### src/rtl/alu_cmd_sequencer.sv
// Issue stage in front of the 4-bit ALU: registers operands and selects,
// captures the selected ALU result with flags one cycle later.
module alu_cmd_sequencer #(
  parameter int CNT_W = 8
) (
  input  logic             clk,
  input  logic             rst_n,
  input  logic             cmd_valid,
  output logic             cmd_ready,
  input  logic [1:0]       cmd_op,
  input  logic [3:0]       cmd_a,
  input  logic [3:0]       cmd_b,
  input  logic             cmd_chain,
  output logic             alu_s0,
  output logic             alu_s1,
  output logic [3:0]       alu_a,
  output logic [3:0]       alu_b,
  input  logic             alu_c1,
  input  logic             alu_c2,
  input  logic             alu_c3,
  input  logic [3:0]       alu_s,
  input  logic             alu_ca,
  input  logic [3:0]       alu_ss,
  input  logic             alu_cas,
  input  logic [3:0]       alu_r,
  output logic             res_valid,
  input  logic             res_ready,
  output logic [3:0]       res_val,
  output logic             res_cout,
  output logic [2:0]       res_cmp,
  output logic             res_zero,
  output logic [CNT_W-1:0] op_count
);

  typedef enum logic [1:0] {
    IDLE,
    ISSUE,
    DONE
  } state_t;

  state_t state;
  state_t state_nxt;

  logic       accept;
  logic       capture;
  logic [3:0] last_val;

  logic       op_add;
  logic       op_sub;
  logic       op_cmp;
  logic       op_and;

  logic [3:0] cap_val;
  logic       cap_cout;
  logic [2:0] cap_cmp;
  logic       cap_zero;

  always_ff @(posedge clk or negedge rst_n) begin
    if (!rst_n) begin
      state <= IDLE;
    end else begin
      state <= state_nxt;
    end
  end

  always_comb begin
    state_nxt = state;
    cmd_ready = 1'b0;
    capture   = 1'b0;
    unique case (state)
      IDLE: begin
        cmd_ready = 1'b1;
        if (cmd_valid) begin
          state_nxt = ISSUE;
        end
      end
      ISSUE: begin
        capture   = 1'b1;
        state_nxt = DONE;
      end
      DONE: begin
        cmd_ready = res_ready;
        if (res_ready) begin
          state_nxt = cmd_valid ? ISSUE : IDLE;
        end
      end
      default: begin
        state_nxt = IDLE;
      end
    endcase
  end

  assign accept    = cmd_valid & cmd_ready;
  assign res_valid = (state == DONE);

  assign op_add = ({alu_s1, alu_s0} == 2'b00);
  assign op_sub = ({alu_s1, alu_s0} == 2'b01);
  assign op_cmp = ({alu_s1, alu_s0} == 2'b10);
  assign op_and = ({alu_s1, alu_s0} == 2'b11);

  // Compare reports zero from the ALU's eq line, not from the value.
  always_comb begin
    cap_val  = 4'b0000;
    cap_cout = 1'b0;
    cap_cmp  = 3'b000;
    cap_zero = 1'b0;
    unique case (1'b1)
      op_add: begin
        cap_val  = alu_s;
        cap_cout = alu_ca;
        cap_zero = (alu_s == 4'b0000);
      end
      op_sub: begin
        cap_val  = alu_ss;
        cap_cout = alu_cas;
        cap_zero = (alu_ss == 4'b0000);
      end
      op_cmp: begin
        cap_cmp  = {alu_c1, alu_c2, alu_c3};
        cap_zero = alu_c2;
      end
      op_and: begin
        cap_val  = alu_r;
        cap_zero = (alu_r == 4'b0000);
      end
      default: begin
        cap_val = 4'b0000;
      end
    endcase
  end

  always_ff @(posedge clk or negedge rst_n) begin
    if (!rst_n) begin
      alu_s0 <= 1'b0;
      alu_s1 <= 1'b0;
      alu_a  <= 4'b0000;
      alu_b  <= 4'b0000;
    end else if (accept) begin
      alu_s0 <= cmd_op[0];
      alu_s1 <= cmd_op[1];
      alu_b  <= cmd_b;
      alu_a  <= cmd_chain ? last_val : cmd_a;
    end
  end

  always_ff @(posedge clk or negedge rst_n) begin
    if (!rst_n) begin
      res_val  <= 4'b0000;
      res_cout <= 1'b0;
      res_cmp  <= 3'b000;
      res_zero <= 1'b0;
      last_val <= 4'b0000;
      op_count <= '0;
    end else if (capture) begin
      res_val  <= cap_val;
      res_cout <= cap_cout;
      res_cmp  <= cap_cmp;
      res_zero <= cap_zero;
      last_val <= cap_val;
      op_count <= op_count + CNT_W'(1);
    end
  end

endmodule

### config.mk
export PLATFORM = sky130hd
export DESIGN_NAME = alu_cmd_sequencer
export DESIGN_NICKNAME = d
export VERILOG_FILES = /design/src/rtl/alu_cmd_sequencer.sv
export SDC_FILE = /design/constraint.sdc
export NUM_CORES = 1
export LEC_CHECK = 0
export BUFFER_PORTS_ARGS = -buffer_cell sky130_fd_sc_hd__buf_4
export CAP_MARGIN = 20
export CORE_UTILIZATION = 45
export DETAILED_ROUTE_END_ITERATION = 10
export PLACE_DENSITY = 0.77
export REMOVE_ABC_BUFFERS = 1
export SLEW_MARGIN = 15
export SYNTH_ARGS = -nofsm -noshare
export SYNTH_HDL_FRONTEND = slang
export SYNTH_SLANG_ARGS = --single-unit
### constraint.sdc
create_clock -name clk -period 2 [get_ports clk]
set_input_delay 0.3 -clock clk [delete_from_list [all_inputs] [get_ports clk]]
set_output_delay 0.3 -clock clk [all_outputs]
set_load 0.01 [all_outputs]
# Word level (Yosys, flattened, before mapping)
# Cells that the tools add are included.
# Widths: inputs -> output; s select.
# totals
register_bits	29
input_bits	32
out_inout_bits	29
elab_cells	36
# classes
add_sub_neg	1
eq_ne	7
n_mux	11
n_bitwise	1
reduce_logical	6
# ops
op	n
$logic_not 4->1	3
$pmux 4 s3	1
$add 8x1->8 const B	1
$eq 2x2->1 const B	3
$pmux 2 s3	1
$eq 2x1->1 const B	2
$logic_not 2->1	2
$mux 2	2
$mux 4	1
$pmux 1 s2	2
$pmux 1 s4	1
$mux 3	1
$mux 1	2
$ne 2x1->1 const B	1
$ne 2x2->1 const B	1
$reduce_and 2->1	1
$and 1x1->1	1

# Depth between registers and ports, before layout
# Gate-level depths: netlist of the first run.
# logic_depth
word_depth	3
mapped_depth	5
mapped_depth_nobuf	3

# Least setup slack after synthesis of the first run
# OpenSTA, ideal clock, no wires.
# synth_path
path_kind	register to register
startpoint	reg state[1]
endpoint	reg alu_a[0]
setup_ns	0.125
t_arrival_ns	1.206
required_ns	1.875
slack_ns	0.669
stages_incl_launch_ff	5
n_path_buf	1
path_cell_list	dfrtp_1 > nor2b_4 > nor3b_4 > buf_12 > mux2_4
# synth_between
elab_chain_len	3
# synth_rtl
element	line_no	source
start: declaration	41	state_t state;
start signal: assignment	62	state <= state_nxt;
$eq 2x2->1 / $logic_not 2->1 (equally long branches)	70	unique case (state)
$pmux 1 s2 *	70	
$and 1x1->1 *	93	assign accept = cmd_valid & cmd_ready;
end signal: assignment	142	alu_a <= cmd_chain ? last_val : cmd_a;
end: declaration	16	output logic [3:0] alu_a,
# Mark *: on every way between the ends. The rest lies on a longest branch, timed or not.
# A chain may end at the register's enable or synchronous reset.

# Worst setup path after layout of the first run
# layout_path
startpoint	reg state[0]
endpoint	out res_valid
# layout_between
elab_chain_len	1
# layout_rtl
element	line_no	source
$eq 2x2->1	94	assign res_valid = (state == DONE);
end: declaration	26	output logic res_valid,
# Every way passes these cells.

==> results.cfg, run 1 <==
[outcome]
status = finished, final reports clean

[placed_design]
placed_area_mm2 = 0.001892
hpwl_mm = 2.302
gp_congestion = 0.7551
io_buffers = 60

[detailed_routing]
dr_total_vias = 1106
drc_errors = 0
wire_per_inst_um = 13.81
via_per_inst = 5.005
drtIter0Drc = 26
drtPass1Iterations = 4
drtAntennaViolNets = 0
routed_wl_mm = 3.052

[global_route]
grt_max_degree = 30
grt_pass1_wl_mm = 4.905
grt_overflow = 0
first_global_vias = 1138
grtUsageTotal_pct = 19.55
antenna_found_initial = 0

[final_layout]
syn_to_final_growth_pct = 37.43
final_nets = 210
n_antenna_cell = 0
drive_above_1_share_pct = 49.15
design_area_mm2 = 0.001957

[timing]
fmax_mhz = 647.7
worst_pin_slew_ns = 0.4557
hold_ws_ns = 0.1889
setup_tns_ns = 0
rsz0062_at_grt = false
drv_slew = 0
setup_viol = 0
fin_skew_ns = 0.007345
slew_headroom_pct = 69.62
timing_hold_violations_final = 0
period_needed_ns = 1.544
timing.final.crit_share_pct = 77.20

[clock_tree]
postCtsSetupRepairBufs = 0
cts.clk_slew.worst_paths_ns = 0.09
cts_sinks = 29
root_buffer = clkbuf_4
cts_buffers = 5
cts_tree = yes
worstSkewPairLatency_ns = 0.32
cts_buffer_depth = 2
h-tree-depth = 2

[worst_setup_path]
start_kind = register
worst_ep_arrival_time_ns = 1.24
cp_max_fo = 8
crit_type = register to primary output
cp.required_ns = 1.70
cp-end-kind = primary output

[power_and_ir_drop]
power.density_mw_per_mm2 = 1144
ir_worst_vdd_v = 0.0005760
p_leak_nw = 0.9711
finalPower_mw = 2.239

[floorplanning]
dieWidth_um = 58.25
row_count = 20
start_util_pct = 47.02
dieHeight_um = 58.25
ios = 61
core_mm2 = 0.003028
dieArea_mm2 = 0.003393

[logic_synthesis]
syn_inst = 113
yosys.area.top_type = dfrtp_1
netlist_top_cells_area = dfrtp_1 51%, mux2_4 9.5%, nand2_1 4.0%
yosysTopAreaCellShare_pct = 50.97
yosys.cell_count.top_type = dfrtp_1
syn_avg_cell_area_um2 = 12.60
async_flop_share_pct = 100.0
yosys_warnings = 0
yosysSeqAreaShare_pct = 50.97
synthDistinctLibCells = 34
synthTopCellsByCount = 29 x dfrtp_1, 15 x nand2_1, 9 x mux2_4
synth_seq_cells = 29
synthFlopType = dfrtp_1
synth-edff-count = 0
netlist_area_mm2 = 0.001424

[run]
cap_violations = 0

[min_path]
hp-class = input port to register
## metrics by stage
stage          worst slack (ns)  utilization (%)  instances
2_1_floorplan            0.4711                -        108
3_3_place_gp             0.6197            62.48        213
3_5_place_dp             0.5648            62.48        213
4_1_cts                  0.4471            64.63        221
5_1_grt                  0.4001            64.63        221
6_report                 0.4560            64.63        221
## timing repair
| action | in CTS | in global routing |
|---|---|---|
| hold buffers | 1 | 0 |
| hold endpoints to repair | 29 | 0 |
| gates resized for setup | 0 | 0 |
## layer usage
| metal | GRT usage, % | share of wire [%] |
|---|---|---|
| met1 | 22.60 | 42 |
| met2 | 33.00 | 48 |
| met3 | 6.920 | 7.8 |
| met4 | 7.823 | 1.5 |
| met5 | 0 | 0 |
## final cells by class
cell class                      instances  area (µm²)
Fill cell                             249        1071
Clock buffer                            7       55.05
Timing Repair Buffer                   62       467.9
Sequential cell                        29       725.7
Tap cell                               44       55.05
Multi-Input combinational cell         79       653.1
## worst max-delay path, stage by stage (launching register included)
cell	delay, ns
dfrtp_1	0.52
and2b_2	0.26
buf_4	0.14
## report_power, final
group,switching (mW),internal [mW]
Clock,0.191,0.166
Sequential,0.207,0.781
Combinational,0.354,0.541
## kinds of logic (layout without fill, tap and decap cells)
family / after synthesis / after routing / synth area share (%)
AO/OA/AOI/OAI: 14 / 14 / 6.942
AND/OR/NAND/NOR: 38 / 38 / 16.78
buffers and inverters: 5 / 69 / 3.163
adder cells (fa/ha/maj): 1 / 1 / 0.8786
XOR/XNOR: 7 / 7 / 4.306
multiplexers: 19 / 19 / 16.96
flip-flops: 29 / 29 / 50.97
## worst paths after layout
kind,from,end,slack [ns],cells after the start
min in group asynchronous,rst_n,op_count[6]$_DFFE_PN0N_,0.43,2
worst min-delay path,alu_c1,res_cmp[2]$_DFFE_PN0N_,0.19,2
worst max-delay path,state[0]$_DFFE_PN0P_,res_valid,0.46,2
worst max register to register,state[1]$_DFFE_PN0P_,alu_b[0]$_DFFE_PN0P_,0.54,4
worst min register to register,op_count[7]$_DFFE_PN0N_,op_count[7]$_DFFE_PN0N_,0.47,1
max in group asynchronous,rst_n,res_cout$_DFFE_PN0N_,1.30,2
## cell usage in the layout (no fill, tap or decap), drive strengths merged, types with 2 or more instances in the layout
cell / count
xor2: 2
mux2i: 5
a22o: 2
buf: 61
nor3b: 2
xnor2: 5
a2bb2oi: 4
and2b: 2
nand2: 15
dfrtp: 29
o21ai: 5
nor4: 3
nand4: 3
nand3b: 2
clkbuf: 7
mux2: 14
nor2: 4
## sequential cells by signal, summed over array words and instances (netlist names)
register  flops
op_count      8
last_val      4
alu_a         4
res_cmp       3
alu_s0        1
state         2
alu_b         4
alu_s1        1
res_cout      1
res_zero      1
No activity file was read; power rests on OpenSTA's default activity.
==> inputs of run 2 (changes only) <==
ABC_AREA = 1   (was default)
clock period = 1.6 ns   (was 2 ns; I/O delays follow)
==> run 2 against run 1 <==
Against the previous run: power grew 20%; first-iteration DRC count grew 38%; critical endpoint is now cmd_ready; non-clock buffer count grew 2; critical path depth is the same; clock-buffer cell count is the same; routed wire length grew 2.4%; sequential power grew 18%; largest cell class unchanged; combinational power grew 20%.
==> results.cfg, run 2 <==
[floorplanning]
start_util_pct = 46.94
row_count = 20
core_mm2 = 0.003028
dieWidth_um = 58.20
dieHeight_um = 58.20
dieArea_mm2 = 0.003387
ios = 61

[timing]
timing_hold_violations_final = 0
setup_viol = 0
slew_headroom_pct = 75.79
drv_slew = 0
setup_tns_ns = 0
period_needed_ns = 1.307
fin_skew_ns = 0.004701
timing.final.crit_share_pct = 81.66
rsz0062_at_grt = false
fmax_mhz = 765.4
worst_pin_slew_ns = 0.3631

[worst_setup_path]
cpMaxStageDelayCell = dfrtp_1
worstPathCellList = a21oi_2 -> buf_4
path_buf_inv = 1
worst_ep_arrival_time_ns = 1.07
crit_family = flip-flops
worst-path-stages = 2
cp-end-kind = primary output
critPathMaxStageDelay_ns = 0.44
start_kind = register
cp_max_fo = 4
reg2reg_depth = 5
crit_type = register to primary output
cp.required_ns = 1.36

[power_and_ir_drop]
power.density_mw_per_mm2 = 1357
ir_worst_vdd_v = 0.0007629
p_leak_nw = 1.082
finalPower_mw = 2.686

[logic_synthesis]
synth-edff-count = 0
yosysTopAreaCellShare_pct = 51.06
yosysSeqAreaShare_pct = 51.06
synthTopCellsByCount = 80 x nand2_1, 29 x dfrtp_1, 17 x nor2_1, 13 x inv_1, 13 x nand3_1
synth_seq_cells = 29
synthFlopType = dfrtp_1
async_flop_share_pct = 100.0
netlist_top_cells_area = dfrtp_1 51%, nand2_1 21%, nand3_1 4.6%
yosys.area.top_type = dfrtp_1
synthDistinctLibCells = 21
netlist_area_mm2 = 0.001421
syn_avg_cell_area_um2 = 7.896
yosys.cell_count.top_type = nand2_1
syn_inst = 180
yosys_warnings = 0

[final_layout]
layout_common_cells = 80 x nand2_1, 63 x buf_4, 29 x dfrtp_1
final_nets = 280
final_common_cell = nand2_1
syn_to_final_growth_pct = 39.26
fillers = 269
largest_register = op_count
largest_reg_flops = 8
n_antenna_cell = 0
stdcell_count = 291
drive_above_1_share_pct = 31.98

[placed_design]
placedCellCount = 283
io_buffers = 60
hpwl_mm = 2.427
gp_congestion = 0.8170

[run]
cap_violations = 0

[clock_tree]
postCtsSetupRepairBufs = 0
cts-resized-gates = 0
cts.clk_slew.worst_paths_ns = 0.08
cts_tree = yes
cts_buffers = 5
h-tree-depth = 2
cts_sinks = 29
worstSkewPairLatency_ns = 0.32
root_buffer = clkbuf_4
cts_buffer_depth = 2

[detailed_routing]
via_per_inst = 4.581
routed_wl_mm = 3.124
dr_total_vias = 1333
drc_errors = 0
drtPass1Iterations = 4
drtAntennaViolNets = 0
wire_per_inst_um = 10.74
drtIter0Drc = 36

[outcome]
status = finished, final reports clean

[global_route]
grtUsageTotal_pct = 22.16
grt_pass1_wl_mm = 5.616
antenna_found_initial = 0
first_global_vias = 1271
grt_max_degree = 30
grt_overflow = 0

[min_path]
hp-class = input port to register
hold_depth = 3
==> run 2: cell types whose count changed after synthesis, moves of 5 or more <==
cell,previous run,this run
nand2_1,15,80
inv_1,0,13
nand3_1,0,13
nor2_1,4,17
mux2_4,9,0
o21ai_0,0,6
mux2i_1,5,0
==> run 2: final timing paths <==
check | from | end | slack (ns)
worst max-delay path | state[1]$_DFFE_PN0P_ | cmd_ready | 0.29
worst min-delay path | cmd_b[2] | alu_b[2]$_DFFE_PN0P_ | 0.11
worst max register to register | state[1]$_DFFE_PN0P_ | alu_s0$_DFFE_PN0P_ | 0.42
worst min register to register | alu_b[2]$_DFFE_PN0P_ | alu_b[2]$_DFFE_PN0P_ | 0.50
max in group asynchronous | rst_n | state[1]$_DFFE_PN0P_ | 0.96
min in group asynchronous | rst_n | op_count[2]$_DFFE_PN0N_ | 0.37
==> run 2: repair_timing <==
item	CTS	global route
endpoints found under the hold margin	29	0
hold buffers	1	0
endpoints found under the setup margin	0	0
==> run 2: per-layer routing <==
layer / track usage [%] / share of wire, % / routed length, µm
met4: 6.122 / 1.1 / 35
met3: 7.813 / 6.7 / 209
met2: 35.63 / 47 / 1482
met1: 28.45 / 45 / 1397
met5: 0 / 0 / 0
==> run 2: power by group <==
part	total, mW	leakage, nW	internal [mW]	switching (mW)
clock network	0.440	0.0314	0.207	0.233
logic	1.07	0.684	0.538	0.536
registers	1.17	0.366	0.967	0.205
total	2.69	1.08	1.71	0.973
==> run 2: area by class of cell <==
cell class                 instances  area, µm²  share of cell area (%)
multi-input combinational        132      604.3                   30.53
tap                               44      55.05                   2.781
timing repair buffer              64      483.0                   24.40
clock buffer                       7      55.05                   2.781
inverter                          15      56.30                   2.844
sequential                        29      725.7                   36.66
==> run 2: metrics by stage <==
stage          instance area, µm²  utilization, %  hold WS, ns  worst slack, ns
2_1_floorplan                1386               -     -0.05559           0.3157
3_3_place_gp                 1914           63.22       0.1777           0.4552
3_5_place_dp                 1914           63.22       0.1819           0.4270
4_1_cts                      1979           65.37       0.1049           0.2726
5_1_grt                      1979           65.37       0.1037           0.1947
6_report                     1979           65.37       0.1113           0.2935
==> run 2: tightest hold or removal path, delay by kind of cell <==
| family | cells | cell delay, ns |
|---|---|---|
| buffers and inverters | 1 | 0.07 |
| AND/OR/NAND/NOR | 2 | 0.08 |
==> run 2: cell families (layout without fill, tap and decap cells) <==
group	after synthesis	in the layout	share of synthesized area (%)
compound gates	11	11	4.402
xor+xnor	3	3	1.849
fa+ha+maj	1	1	0.8801
buf+inv	19	86	6.426
flops	29	29	51.06
mux	3	3	2.377
simple gates	114	114	33.01
==> inputs of run 3 (changes only) <==
clock period = 1.29 ns   (was 1.6 ns; I/O delays follow)
==> run 3 against run 2 <==
Against the previous run: setup slack worse by 0.25 ns; clock skew down 0.0018 ns; via count up 0.68%; sequential share of layout area down 0.17 points; power up 26%; cell count up 0.34%; worst hold slack worse by 0.045 ns; first-iteration DRC count up 11%; flip-flop and latch count unchanged; clock-buffer cell count unchanged.
==> results.cfg, run 3 (synthesized netlist as in run 2, its figures left out) <==
[outcome]
status = finished, final reports clean

[clock_tree]
cts_tree = yes
cts.clk_slew.worst_paths_ns = 0.08
worstSkewPairLatency_ns = 0.32
cts_buffers = 5
h-tree-depth = 2
cts_sinks = 29
cts_buffer_depth = 2
root_buffer = clkbuf_4

[worst_setup_path]
cp-end-kind = primary output
cp_max_fo = 4
cp.required_ns = 1.10
worst_ep_arrival_time_ns = 1.05
critPathLaunch = state[1]$_DFFE_PN0P_
reg2reg_depth = 6
r2r-start = state[1]$_DFFE_PN0P_
crit_type = register to primary output
start_kind = register

[placed_design]
gp_congestion = 0.8373
io_buffers = 60
hpwl_mm = 2.416
pre_cts_slack_ns = 0.09719

[floorplanning]
core_mm2 = 0.003028
dieArea_mm2 = 0.003387
dieWidth_um = 58.20
start_util_pct = 46.94
ios = 61
row_count = 20
dieHeight_um = 58.20

[final_layout]
final_nets = 281
largest_reg_flops = 8
n_antenna_cell = 0
largest_register = op_count
layout_common_cells = 79 x nand2_1, 64 x buf_4, 27 x dfrtp_1
syn_to_final_growth_pct = 40.40
final_common_cell = nand2_1
drive_above_1_share_pct = 33.87

[timing]
rsz0062_at_grt = true
slew_headroom_pct = 76.53
worst_pin_slew_ns = 0.3521
setup_viol = 0
fmax_mhz = 804.5
timing.final.crit_share_pct = 96.35
timing_hold_violations_final = 0
worst_slack_ns = 0.04704
setup_tns_ns = 0
drv_slew = 0
period_needed_ns = 1.243
fin_skew_ns = 0.002895

[global_route]
grt.busiest_layer = met2
grtUsageTotal_pct = 21.17
first_global_vias = 1255
grt_use_met2_pct = 33.33
antenna_found_initial = 0
grt_max_degree = 30
use_met3_pct = 4.688
grt_util_met1_pct = 28.14
grt_overflow = 0
grt_pass1_wl_mm = 5.333

[min_path]
hold_depth = 3
holdCritStartpoint = cmd_op[1]
hp-class = input port to register

[power_and_ir_drop]
ir_worst_vdd_v = 0.0009050
p_leak_nw = 1.077
power.density_mw_per_mm2 = 1689
finalPower_mw = 3.371

[run]
cap_violations = 0

[detailed_routing]
drtIter0Drc = 40
drtAntennaViolNets = 0
drc_errors = 0
drtPass1Iterations = 4
dr_total_vias = 1342
via_per_inst = 4.596
routed_wl_mm = 3.153
wire_per_inst_um = 10.80
run 3: cell types whose count changed in the layout (fill, tap and decap cells not counted):
| cell | delta |
|---|---|
| nand2_2 | +1 |
| inv_1 | -1 |
| dfrtp_1 | -2 |
| nand2_1 | -1 |
| clkinvlp_4 | +1 |
| o21ai_0 | -1 |
| buf_4 | +1 |
| dfrtp_2 | +2 |
| o21ai_1 | +1 |
run 3: cell type report:
type / instances / area (µm²)
Clock buffer: 7 / 55.05
Fill cell: 258 / 1032
Sequential cell: 29 / 728.2
Multi-Input combinational cell: 132 / 606.8
Tap cell: 44 / 55.05
Inverter: 15 / 60.06
Timing Repair Buffer: 65 / 490.5
run 3: metal layers:
| metal | routed length, µm | part of all wire (%) | up-vias |
|---|---|---|---|
| li1 | - | - | 693 |
| met1 | 1450 | 46 | 602 |
| met2 | 1519 | 48 | 40 |
| met3 | 125 | 4.0 | 7 |
| met4 | 57 | 1.8 | 0 |
| met5 | 0 | 0 | - |
run 3: stage by stage:
stage	util, %	std cells	hold WS, ns	instance area [µm²]
after global placement	63.22	283	0.1292	1914
after detailed placement	63.22	283	0.1311	1914
after global routing	65.91	292	0.05328	1996
after floorplan	-	176	-0.1021	1386
final	65.91	292	0.06623	1996
after CTS	65.37	291	0.05424	1979
run 3: repair_timing:
action	4_1_cts	5_1_grt
endpoints found under the setup margin	0	10
setup buffers	0	1
resized for setup	0	5
hold buffers	1	0
hold endpoints to repair	29	0
run 3: final timing paths:
| check | slack [ns] | endpoint |
|---|---|---|
| max | 0.05 | res_valid |
| min | 0.07 | alu_s1$_DFFE_PN0P_ |
| max reg2reg | 0.12 | op_count[5]$_DFFE_PN0N_ |
| min reg2reg | 0.49 | alu_b[2]$_DFFE_PN0P_ |
| max in group asynchronous | 0.68 | alu_s1$_DFFE_PN0P_ |
| min in group asynchronous | 0.33 | res_cout$_DFFE_PN0N_ |
run 3: power by group:
part	switching (mW)	total, mW	internal (mW)	leakage, nW
logic	0.681	1.37	0.690	0.682
clock network	0.285	0.541	0.257	0.0314
registers	0.255	1.46	1.20	0.364
run 3: critical path, cell delays in order (launching register included):
cell and delay, ns:
dfrtp_2 0.44, inv_1 0.10, nor2_1 0.05, buf_4 0.14
